<file path="src/rtl/FIR_pkg.sv">
// Shared state encoding and accumulator timing for the mca_sched scheduler.
// Latency: n/a (types and constants only).
// Backpressure: n/a.
// Contents: sched_state_e (scheduler FSM states), MCA_LATENCY (enabled cycles
// one accumulation needs), WAIT_CNT_W (width of the wait counter).
package FIR_pkg;

  typedef enum logic [1:0] {
    SCH_IDLE    = 2'd0,
    SCH_ISSUE   = 2'd1,
    SCH_WAIT    = 2'd2,
    SCH_CAPTURE = 2'd3
  } sched_state_e;

  // The shared accumulator needs this many enabled cycles after its start
  // pulse, regardless of how many operands a channel actually supplies.
  localparam int MCA_LATENCY = 16;
  localparam int WAIT_CNT_W  = 5;

endpackage

</file>
<file path="src/rtl/mca_rr_arb.sv">
// Picks one requester among NUM_CH as a one-hot winner for the shared accumulator.
// Latency: purely combinational, winner valid in the same cycle as req.
// Backpressure: none; the caller decides when the winner is consumed.
// Ports: req (per-channel requests), ptr (round-robin start index, only with
//   MCA_SCHED_RR_EN defined), win (one-hot winner, zero when no request).
// Macro MCA_SCHED_RR_EN: defined -> round-robin from ptr, undefined -> lowest index wins.
module mca_rr_arb #(
  parameter int NUM_CH = 4
) (
  input  logic [NUM_CH-1:0]         req,
`ifdef MCA_SCHED_RR_EN
  input  logic [$clog2(NUM_CH)-1:0] ptr,
`endif
  output logic [NUM_CH-1:0]         win
);

`ifdef MCA_SCHED_RR_EN
  logic [NUM_CH-1:0] hi_mask;
  logic [NUM_CH-1:0] req_hi;
  logic [NUM_CH-1:0] pick_src;

  // Requests at or above the pointer take precedence; if there are none the
  // search wraps to the full vector. x & -x isolates the lowest set bit, so no
  // variable indexing is needed.
  always_comb begin
    hi_mask  = ~((NUM_CH'(1) << ptr) - NUM_CH'(1));
    req_hi   = req & hi_mask;
    pick_src = (|req_hi) ? req_hi : req;
    win      = pick_src & (~pick_src + NUM_CH'(1));
  end
`else
  always_comb begin
    win = req & (~req + NUM_CH'(1));
  end
`endif

endmodule

</file>
<file path="src/rtl/mca_sched.sv">
// Time-shares one mca_add_sub accumulator between NUM_CH requesters.
// Latency: req seen in SCH_IDLE -> res_valid/ack 19 enabled cycles later; one result per 19 cycles.
// Backpressure: stall=1 freezes state, counter, grant and outputs; mca_enable drops with it.
// Ports: clk, resetn (async active-low); stall; req[NUM_CH] (level requests);
//   grant[NUM_CH]/sel (current owner, one-hot and binary); mca_start/mca_enable
//   (accumulator control); mca_res (accumulator result); res_out/res_ch/res_valid
//   (captured result); ack[NUM_CH] (pulse to served channel).
// Macro MCA_SCHED_RR_EN: defined -> round-robin arbitration, undefined -> fixed priority.
module mca_sched
  import FIR_pkg::*;
#(
  parameter int NUM_CH            = 4,
  parameter int WIDTH_COEFFICIENT = 32,
  parameter int NUM_ADDITIONS     = 16
) (
  input  logic                                clk,
  input  logic                                resetn,
  input  logic                                stall,
  input  logic [NUM_CH-1:0]                   req,
  output logic [NUM_CH-1:0]                   grant,
  output logic [$clog2(NUM_CH)-1:0]           sel,
  output logic                                mca_start,
  output logic                                mca_enable,
  input  logic signed [WIDTH_COEFFICIENT-1:0] mca_res,
  output logic signed [WIDTH_COEFFICIENT-1:0] res_out,
  output logic [$clog2(NUM_CH)-1:0]           res_ch,
  output logic                                res_valid,
  output logic [NUM_CH-1:0]                   ack
);

  localparam int SEL_W = $clog2(NUM_CH);
  localparam logic [WAIT_CNT_W-1:0] CNT_LAST = WAIT_CNT_W'(MCA_LATENCY - 1);

  // The wait window is fixed at MCA_LATENCY, so more operands than that
  // could never be summed in time.
  if (NUM_CH < 2 || NUM_CH > 8) begin : g_bad_num_ch
    $error("mca_sched: NUM_CH must be 2..8");
  end
  if (NUM_ADDITIONS < 1 || NUM_ADDITIONS > MCA_LATENCY) begin : g_bad_num_add
    $error("mca_sched: NUM_ADDITIONS must be 1..MCA_LATENCY");
  end

  sched_state_e          state, state_nxt;
  logic [WAIT_CNT_W-1:0] cnt;
  logic [NUM_CH-1:0]     win;
  logic [SEL_W-1:0]      win_idx;

`ifdef MCA_SCHED_RR_EN
  logic [SEL_W-1:0]      rr_ptr;

  mca_rr_arb #(.NUM_CH(NUM_CH)) u_arb (
    .req (req),
    .ptr (rr_ptr),
    .win (win)
  );
`else
  mca_rr_arb #(.NUM_CH(NUM_CH)) u_arb (
    .req (req),
    .win (win)
  );
`endif

  always_comb begin
    win_idx = '0;
    for (int i = 0; i < NUM_CH; i++) begin
      if (win[i]) win_idx = SEL_W'(i);
    end
  end

  assign mca_enable = ~stall;

  always_ff @(posedge clk or negedge resetn) begin
    if (!resetn) state <= SCH_IDLE;
    else         state <= state_nxt;
  end

  // mca_start follows the state alone, so a stall landing in SCH_ISSUE keeps
  // it high; the accumulator ignores it while mca_enable is low.
  always_comb begin
    state_nxt = state;
    mca_start = 1'b0;
    case (state)
      SCH_IDLE:    if (!stall && |req) state_nxt = SCH_ISSUE;
      SCH_ISSUE: begin
        mca_start = 1'b1;
        if (!stall) state_nxt = SCH_WAIT;
      end
      SCH_WAIT:    if (!stall && cnt == CNT_LAST) state_nxt = SCH_CAPTURE;
      SCH_CAPTURE: if (!stall) state_nxt = SCH_IDLE;
      default:     state_nxt = SCH_IDLE;
    endcase
  end

  // res_valid/ack clear every cycle, so a stall right after capture cannot
  // stretch or repeat the pulse.
  always_ff @(posedge clk or negedge resetn) begin
    if (!resetn) begin
      cnt       <= '0;
      grant     <= '0;
      sel       <= '0;
      res_out   <= '0;
      res_ch    <= '0;
      res_valid <= 1'b0;
      ack       <= '0;
    end else begin
      res_valid <= 1'b0;
      ack       <= '0;
      if (!stall) begin
        case (state)
          SCH_IDLE: begin
            if (|req) begin
              grant <= win;
              sel   <= win_idx;
            end
          end
          SCH_ISSUE: cnt <= '0;
          SCH_WAIT:  cnt <= cnt + WAIT_CNT_W'(1);
          SCH_CAPTURE: begin
            res_out   <= mca_res;
            res_ch    <= sel;
            res_valid <= 1'b1;
            ack       <= grant;
            grant     <= '0;
          end
          default: ;
        endcase
      end
    end
  end

`ifdef MCA_SCHED_RR_EN
  // Next search starts just past the channel that was served.
  always_ff @(posedge clk or negedge resetn) begin
    if (!resetn) begin
      rr_ptr <= '0;
    end else if (!stall && state == SCH_CAPTURE) begin
      rr_ptr <= (sel == SEL_W'(NUM_CH - 1)) ? '0 : sel + SEL_W'(1);
    end
  end
`endif

endmodule

</file>
<file path="config.mk">
export PLATFORM = sky130hd
export DESIGN_NAME = mca_sched
export DESIGN_NICKNAME = d
export VERILOG_FILES = /design/src/rtl/FIR_pkg.sv /design/src/rtl/mca_rr_arb.sv /design/src/rtl/mca_sched.sv
export SDC_FILE = /design/constraint.sdc
export NUM_CORES = 1
export LEC_CHECK = 0
export BUFFER_PORTS_ARGS = -buffer_cell sky130_fd_sc_hd__buf_4
export CORE_MARGIN = 2
export CORE_UTILIZATION = 40
export CTS_CLUSTER_SIZE = 24
export DETAILED_ROUTE_END_ITERATION = 12
export HOLD_SLACK_MARGIN = 0.12
export PLACE_DENSITY = 0.7
export SLEW_MARGIN = 20
export SYNTH_ARGS = -nofsm -noshare
export SYNTH_HDL_FRONTEND = slang
export SYNTH_HIERARCHICAL = 1
export SYNTH_SLANG_ARGS = --single-unit
</file>
<file path="constraint.sdc">
create_clock -name clk -period 1.7 [get_ports clk]
set_input_delay 0.425 -clock clk [delete_from_list [all_inputs] [get_ports clk]]
set_output_delay 0.425 -clock clk [all_outputs]
set_load 0.1 [all_outputs]
</file>
# Word level (Yosys, flattened, before mapping)
# Cells that the tools add are included.
# totals
regBits	52
latch_bits	0
ramBits	0
mem_bits_ro	0
input_bits	39
out_inout_bits	47
elab_cells	50
n_memories	0
# classes
add_sub_neg	2
mul	0
div	0
order_cmp	0
eq_ne	9
shifts	0
muxes	16
n_bitwise	3
n_reduce_logical	12
# op_table
cell	count
$mux 2	6
$mux 4	3
$ne 2x2->1 const B	5
$pmux 5 s2	1
$pmux 2 s4	1
$pmux 4 s2	1
$reduce_and 3->1	2
$add 5x1->5 const B	1
$eq 5x4->1 const B	1
$add 4x1->4 const B	1
$and 4x4->4	1
$eq 2x2->1 const B	2
$mux 1	4
$not 4->4	1
$reduce_and 2->1	2
$reduce_and 4->1	1
$reduce_bool 2->1	2
$reduce_or 4->1	1
$eq 2x1->1 const B	1
$logic_and 1x1->1	2
$logic_not 2->1	1
$logic_not 1->1	1
$not 1->1	1

# Logic depth before layout (Yosys ltp)
# Gate-level depths: netlist (run 1).
# depth
depth_word	6
mapped_depth	6
mapped_depth_nobuf	6

# Cells and area by module
# The synthesis (run 1) kept the hierarchy.
# by_module_without_submodules
mod	n_inst	cells_each	area_per_inst_um2	seq_area_each_um2
mca_sched	1	148	2172.1	1301.2
mca_rr_arb	1	4	36.3	0.0

# Least setup slack after synthesis (run 1)
# Ideal clock, no wire load.
# synth_timing
kind	register -> output
from	reg state[1]
to	out mca_start
arrival_time_ps	1262
t_required_ps	1275
slack_ps	13
path_stages_with_launch	3
path_buffers	0
path_cell_list	dfrtp_1 -> inv_1 -> ha_1
# synth_via
elab_chain_cells	2
# synth_rtl
element	line_no	rtl
start, declared	mca_sched.sv:43	sched_state_e state, state_nxt;
start signal, assigned	mca_sched.sv:74	else state <= state_nxt;
$eq 2x1->1	mca_sched.sv:82	case (state)
$mux 1	mca_sched.sv:82	
end, declared	mca_sched.sv:22	output logic mca_start,
# Every way passes these cells.

# Worst setup path in the final report (run 1)
# layout_timing
from	reg state[0]
to	reg state[1]
# layout_via
elab_chain_cells	3
word_cells_on_any_way	10
cone_classes	eq/ne: 7; mux: 1; reduce/logical: 2
# layout_rtl
element	line_no
$eq 2x2->1, or another cell as far along	mca_sched.sv:82
$ne 2x2->1 (no line)	--
$reduce_and 4->1 (no line)	--
# Parallel ways exist; a longest one is shown, timed or not.
# A chain may end at the register's enable or synchronous reset.

==> impl_metrics.env, run 1 <==
export IMPL_drv_cap=0
export IMPL_outcome="complete, no violations"
export IMPL_drt_antenna_violating_nets=0
export IMPL_row_count=27
export IMPL_final_setup_skew_ns=0.00451
export IMPL_fmax_mhz=590
export IMPL_initial_core_util=0.409
export IMPL_numClockSinks=52
export IMPL_hold_worst_slack_ns=0.137
export IMPL_cts_tree="yes"
export IMPL_insertion_delay_ns=0.29
export IMPL_dpl_hpwl_um=3040
export IMPL_overall_die_width_um=78.3
export IMPL_core_um2=5410
export IMPL_grt_start_max_net_pins=53
export IMPL_grt_ovfl_total=0
export IMPL_ctsRootBufferMaster="sky130_fd_sc_hd__clkbuf_8"
export IMPL_detail_route_wirelength_um=4190
export IMPL_detail_route_drc_violations=0
export IMPL_syn_avg_cell_area_um2=14.5
export IMPL_synth_fp_nets=198
export IMPL_timing_worst_setup_path_type="reg2reg"
export IMPL_layout_cells_most_common="sky130_fd_sc_hd__buf_4"
export IMPL_syn2layout_area_growth_pct=39.0
export IMPL_antenna_found_initial=0
export IMPL_critPathArrivalTime_ns=1.88
export IMPL_cts_reportedPaths_clkPinSlew_ns=0.09
export IMPL_drt_pass1_iterations=4
export IMPL_distinct_cells_synth=29
export IMPL_setup_viol_count_final=0
export IMPL_maximum_level_of_the_cts_h_tree=2
export IMPL_top_level_ports=86
export IMPL_grt_setup_unrepaired="true"
export IMPL_worstSetupEndpointType="register"
export IMPL_fin_nets=289
export IMPL_synthesis_area_um2=2210
export IMPL_worst_margin_slew_ns=0.629
export IMPL_layout_cells_most_common_list="sky130_fd_sc_hd__buf_4, sky130_fd_sc_hd__dfrtp_1, sky130_fd_sc_hd__mux2_2, sky130_fd_sc_hd__inv_1"
export IMPL_fp_dieArea_um2=6130
export IMPL_vias=1465
export IMPL_synth_seq_area_share=0.589
export IMPL_yosys_register_bits=52
export IMPL_num_antenna_cells=0
export IMPL_hold_violations=0
export IMPL_slew_headroom=0.580
export IMPL_final_slew_viol_count=0
export IMPL_wl_per_cell_um=13.3
export IMPL_grt_first_pass_wirelength_um=7020
export IMPL_dieHeight_um=78.3
export IMPL_worst_hold_path_type="in2async"
export IMPL_final_critical_path_share_of_the_clock_period=0.997
export IMPL_r2r_cells=5
export IMPL_cts_buffers_inserted=5
export IMPL_drt_iter0_drc=76
export IMPL_startpoint_type="register"
export IMPL_place_port_buffers=85
export IMPL_peak_fanout_along_the_critical_path=6
export IMPL_via_per_inst=4.65
export IMPL_synthesis_instances=152
export IMPL_yosys_warnings=6
export IMPL_cp_required_ns=1.88
export IMPL_final_layout_size_suffix_gt1_frac=0.601
export IMPL_gp_routability_congestion=0.712
export IMPL_groute_usage_overall=0.144
export IMPL_cts_max_path_buffers=2
export IMPL_grt_pass1_vias=1473
export IMPL_setup_tns_final_ns=0
export IMPL_final_period_demand_of_the_worst_path_ns=1.69
-- worst max-delay path, cell delays in order, from the launching register on --
cell	delay (ns)
sky130_fd_sc_hd__dfrtp_1	0.41
sky130_fd_sc_hd__inv_1	0.11
sky130_fd_sc_hd__ha_1	0.29
sky130_fd_sc_hd__o21a_1	0.22
sky130_fd_sc_hd__a221oi_4	0.22
sky130_fd_sc_hd__mux2_4	0.33
-- flip-flops by register name (all words and copies together) (netlist names) --
name	cells
grant	4
res_out	32
res_valid	1
res_ch	2
sel	2
state	2
ack	4
cnt	5
-- layer usage --
metal	global-route usage	routed length [µm]	vias to the layer above
met2	0.218	1860	59
met3	0.0471	351	2
met4	0.0316	10	0
li1	-	-	707
met5	0	0	-
met1	0.204	1970	697
-- final cells by class --
| cell class | count | area [µm²] |
|---|---|---|
| tap | 72 | 90.1 |
| inverter | 8 | 30.0 |
| timing repair buffer | 90 | 701 |
| multi-input combinational | 86 | 867 |
| fill | 475 | 2330 |
| clock buffer | 5 | 68.8 |
| clock inverter | 2 | 12.5 |
| sequential | 52 | 1300 |
-- what timing repair did --
item,4_1_cts,5_1_grt
setup buffers,0,2
pin swaps,0,3
hold endpoints to repair,0,0
hold buffers,0,0
endpoints found under the setup margin,1,3
gates resized for setup,1,11
-- cells in the mapped netlist (all sizes together) --
master,number,share of area
a211o,1,0.0045
a21oi,2,0.0045
a221oi,1,0.0068
a22o,4,0.016
and2,4,0.011
and3,1,0.0028
buf,6,0.025
dfrtp,52,0.59
ha,7,0.040
inv,8,0.014
mux2,35,0.18
mux2i,4,0.018
nand2,5,0.0085
nand2b,3,0.012
nand3,2,0.0045
nor2,3,0.0051
nor2b,3,0.0096
nor3b,2,0.0068
nor4,1,0.0096
nor4b,2,0.014
o21a,1,0.0034
o21ai,2,0.0045
o2bb2ai,1,0.0040
o31ai,1,0.0034
or3,1,0.0028
-- path summary, 6_finish.rpt --
check | start | slack [ns] | endpoint
setup / recovery | state[0] | 0.006 | state[1]
hold / removal | resetn | 0.14 | res_out[26]
setup reg to reg | state[0] | 0.006 | state[1]
hold reg to reg | cnt[4] | 0.49 | cnt[4]
max in group asynchronous | resetn | 1.13 | res_out[8]
min in group clk | mca_res[31] | 0.36 | res_out[31]
-- logic make-up (layout without fill, tap and decap cells) --
group / count (synthesis) / in the layout / synth area share
DFF: 52 / 52 / 0.589
muxes: 39 / 39 / 0.198
and+or+nand+nor: 27 / 27 / 0.0867
buffers and inverters: 14 / 105 / 0.0391
AOI/OAI and AO/OA: 13 / 13 / 0.0470
adders and majority gates: 7 / 7 / 0.0397
-- through the flow --
step	instance area, µm²	std cells	util	setup WS, ns
6_report	3070	315	0.568	0.00590
5_1_grt	3070	315	0.568	-0.0639
4_1_cts	3010	313	0.556	0.00470
3_5_place_dp	2920	306	0.540	0.0200
3_3_place_gp	2920	306	0.540	0.0505
2_1_floorplan	2210	152	-	0.0134
Power of run 1 is not shown: default switching activity piles up to over one toggle a cycle in this logic, so the estimate is an artifact.
==> run 2: changes to the inputs <==
Settings changed: SETUP_SLACK_MARGIN set to 0.15.
==> impl_metrics.env, run 2 (same netlist as run 1, synthesis figures left out) <==
export IMPL_cts_tree="yes"
export IMPL_fp_dieArea_um2=6130
export IMPL_grt_ovfl_total=0
export IMPL_grt_setup_unrepaired="true"
export IMPL_wl_per_cell_um=13.8
export IMPL_vias=1507
export IMPL_final_instance_count_excl_fill=324
export IMPL_cts_buffers_inserted=5
export IMPL_worst_hold_path_type="in2async"
export IMPL_top_level_ports=86
export IMPL_startpoint_type="register"
export IMPL_dieHeight_um=78.3
export IMPL_hold_violations=0
export IMPL_layout_cells_most_common_list="sky130_fd_sc_hd__buf_4, sky130_fd_sc_hd__dfrtp_1, sky130_fd_sc_hd__mux2_2"
export IMPL_final_period_demand_of_the_worst_path_ns=1.62
export IMPL_n_fill_cell=460
export IMPL_dp_slack_ns=0.0111
export IMPL_drv_cap=0
export IMPL_final_seq_area_um2=1300
export IMPL_grt_pass1_vias=1530
export IMPL_core_um2=5410
export IMPL_hold_buffers=0
export IMPL_grt_first_pass_wirelength_um=7160
export IMPL_groute_usage_overall=0.147
export IMPL_antenna_found_initial=0
export IMPL_final_layout_size_suffix_gt1_frac=0.631
export IMPL_timing_worst_setup_path_type="reg2reg"
export IMPL_ctsRootBufferMaster="sky130_fd_sc_hd__clkbuf_8"
export IMPL_drt_iter0_drc=59
export IMPL_peak_fanout_along_the_critical_path=3
export IMPL_critical_path_max_stage_delay_ns=0.38
export IMPL_setup_tns_final_ns=0
export IMPL_final_slew_viol_count=0
export IMPL_drt_pass1_iterations=4
export IMPL_outcome="complete, no violations"
export IMPL_largest_register_ff_count=32
export IMPL_worstSetupEndpointType="register"
export IMPL_layout_cells_most_common="sky130_fd_sc_hd__buf_4"
export IMPL_biggestRegsByFlops="res_out: 32 flops, cnt: 5 flops"
export IMPL_final_worst_path_setup_slack_ns=0.0765
export IMPL_slew_headroom=0.574
export IMPL_fmax_mhz=616
export IMPL_cp_required_ns=1.88
export IMPL_setup_viol_count_final=0
export IMPL_multi_input_area_um2=886
export IMPL_layout_core_utilization=0.597
export IMPL_dpl_cell_count=308
export IMPL_detail_route_drc_violations=0
export IMPL_grt_start_max_net_pins=53
export IMPL_final_critical_path_share_of_the_clock_period=0.955
export IMPL_num_antenna_cells=0
export IMPL_top_register="res_out"
export IMPL_numClockSinks=52
export IMPL_overall_die_width_um=78.3
export IMPL_via_per_inst=4.65
export IMPL_cts_max_path_buffers=2
export IMPL_drt_antenna_violating_nets=0
export IMPL_worst_margin_slew_ns=0.639
export IMPL_path_cells="ha_2, and3_4, ha_4, nand2b_4, a221oi_4, mux2_4"
export IMPL_crit_path_top_delay_cell="sky130_fd_sc_hd__dfrtp_1"
export IMPL_row_count=27
export IMPL_gp_routability_congestion=0.669
export IMPL_cts_reportedPaths_clkPinSlew_ns=0.09
export IMPL_critPathArrivalTime_ns=1.80
export IMPL_insertion_delay_ns=0.29
export IMPL_final_setup_skew_ns=0.00918
export IMPL_dpl_hpwl_um=3080
export IMPL_initial_core_util=0.409
export IMPL_syn2layout_area_growth_pct=46.0
export IMPL_maximum_level_of_the_cts_h_tree=2
export IMPL_place_port_buffers=85
export IMPL_detail_route_wirelength_um=4480
export IMPL_fin_nets=298
==> run 2: final timing paths <==
kind / from / end / slack (ns) / depth (start not counted)
max: cnt[1] / state[1] / 0.08 / 6
min in group clk: mca_res[1] / res_out[1] / 0.36 / 2
max reg2reg: cnt[1] / state[1] / 0.08 / 6
min reg2reg: cnt[4] / cnt[4] / 0.49 / 2
max in group asynchronous: resetn / state[1] / 1.09 / 1
min: resetn / res_out[30] / 0.16 / 1
==> run 2: area by class of cell <==
type	instances	share of cell area
flip-flops and latches	52	0.404
multi-input cells	86	0.275
repair buffers	99	0.257
well taps	72	0.0279
clock buffers	5	0.0213
inverters	8	0.0113
clock inverters	2	0.00388
==> run 2: what timing repair did <==
action / CTS / global route
pin swaps: 3 / 3
endpoints found under the setup margin: 39 / 46
gates cloned: 0 / 2
resized for setup: 10 / 6
buffers inserted: 5 / 2
==> run 2: per-layer routing <==
metal  share of wire  GRT usage  wire length [µm]  vias to the layer above
met5               0          0                 0                        -
met4          0.0038     0.0368                17                        0
met3           0.074     0.0425               332                        2
met2            0.46      0.234              2050                       62
met1            0.46      0.198              2070                      716
li1                -          -                 -                      727
==> run 2: metrics by stage <==
stage / area (µm²) / hold WS, ns
3_3_place_gp: 2970 / 0.467
5_1_grt: 3220 / 0.205
3_5_place_dp: 2970 / 0.468
4_1_cts: 3120 / 0.171
2_1_floorplan: 2230 / 0.129
6_report: 3220 / 0.155
==> run 2: worst max-delay path, delay by kind of cell, from the launching register on <==
kind                     cells  cell delay (ns)
AND/OR/NAND/NOR              2             0.24
flip-flops                   1             0.38
adder cells (fa/ha/maj)      2             0.32
multiplexers                 1             0.32
AO/OA/AOI/OAI                1             0.25
Power of run 2 is left out for the same reason.
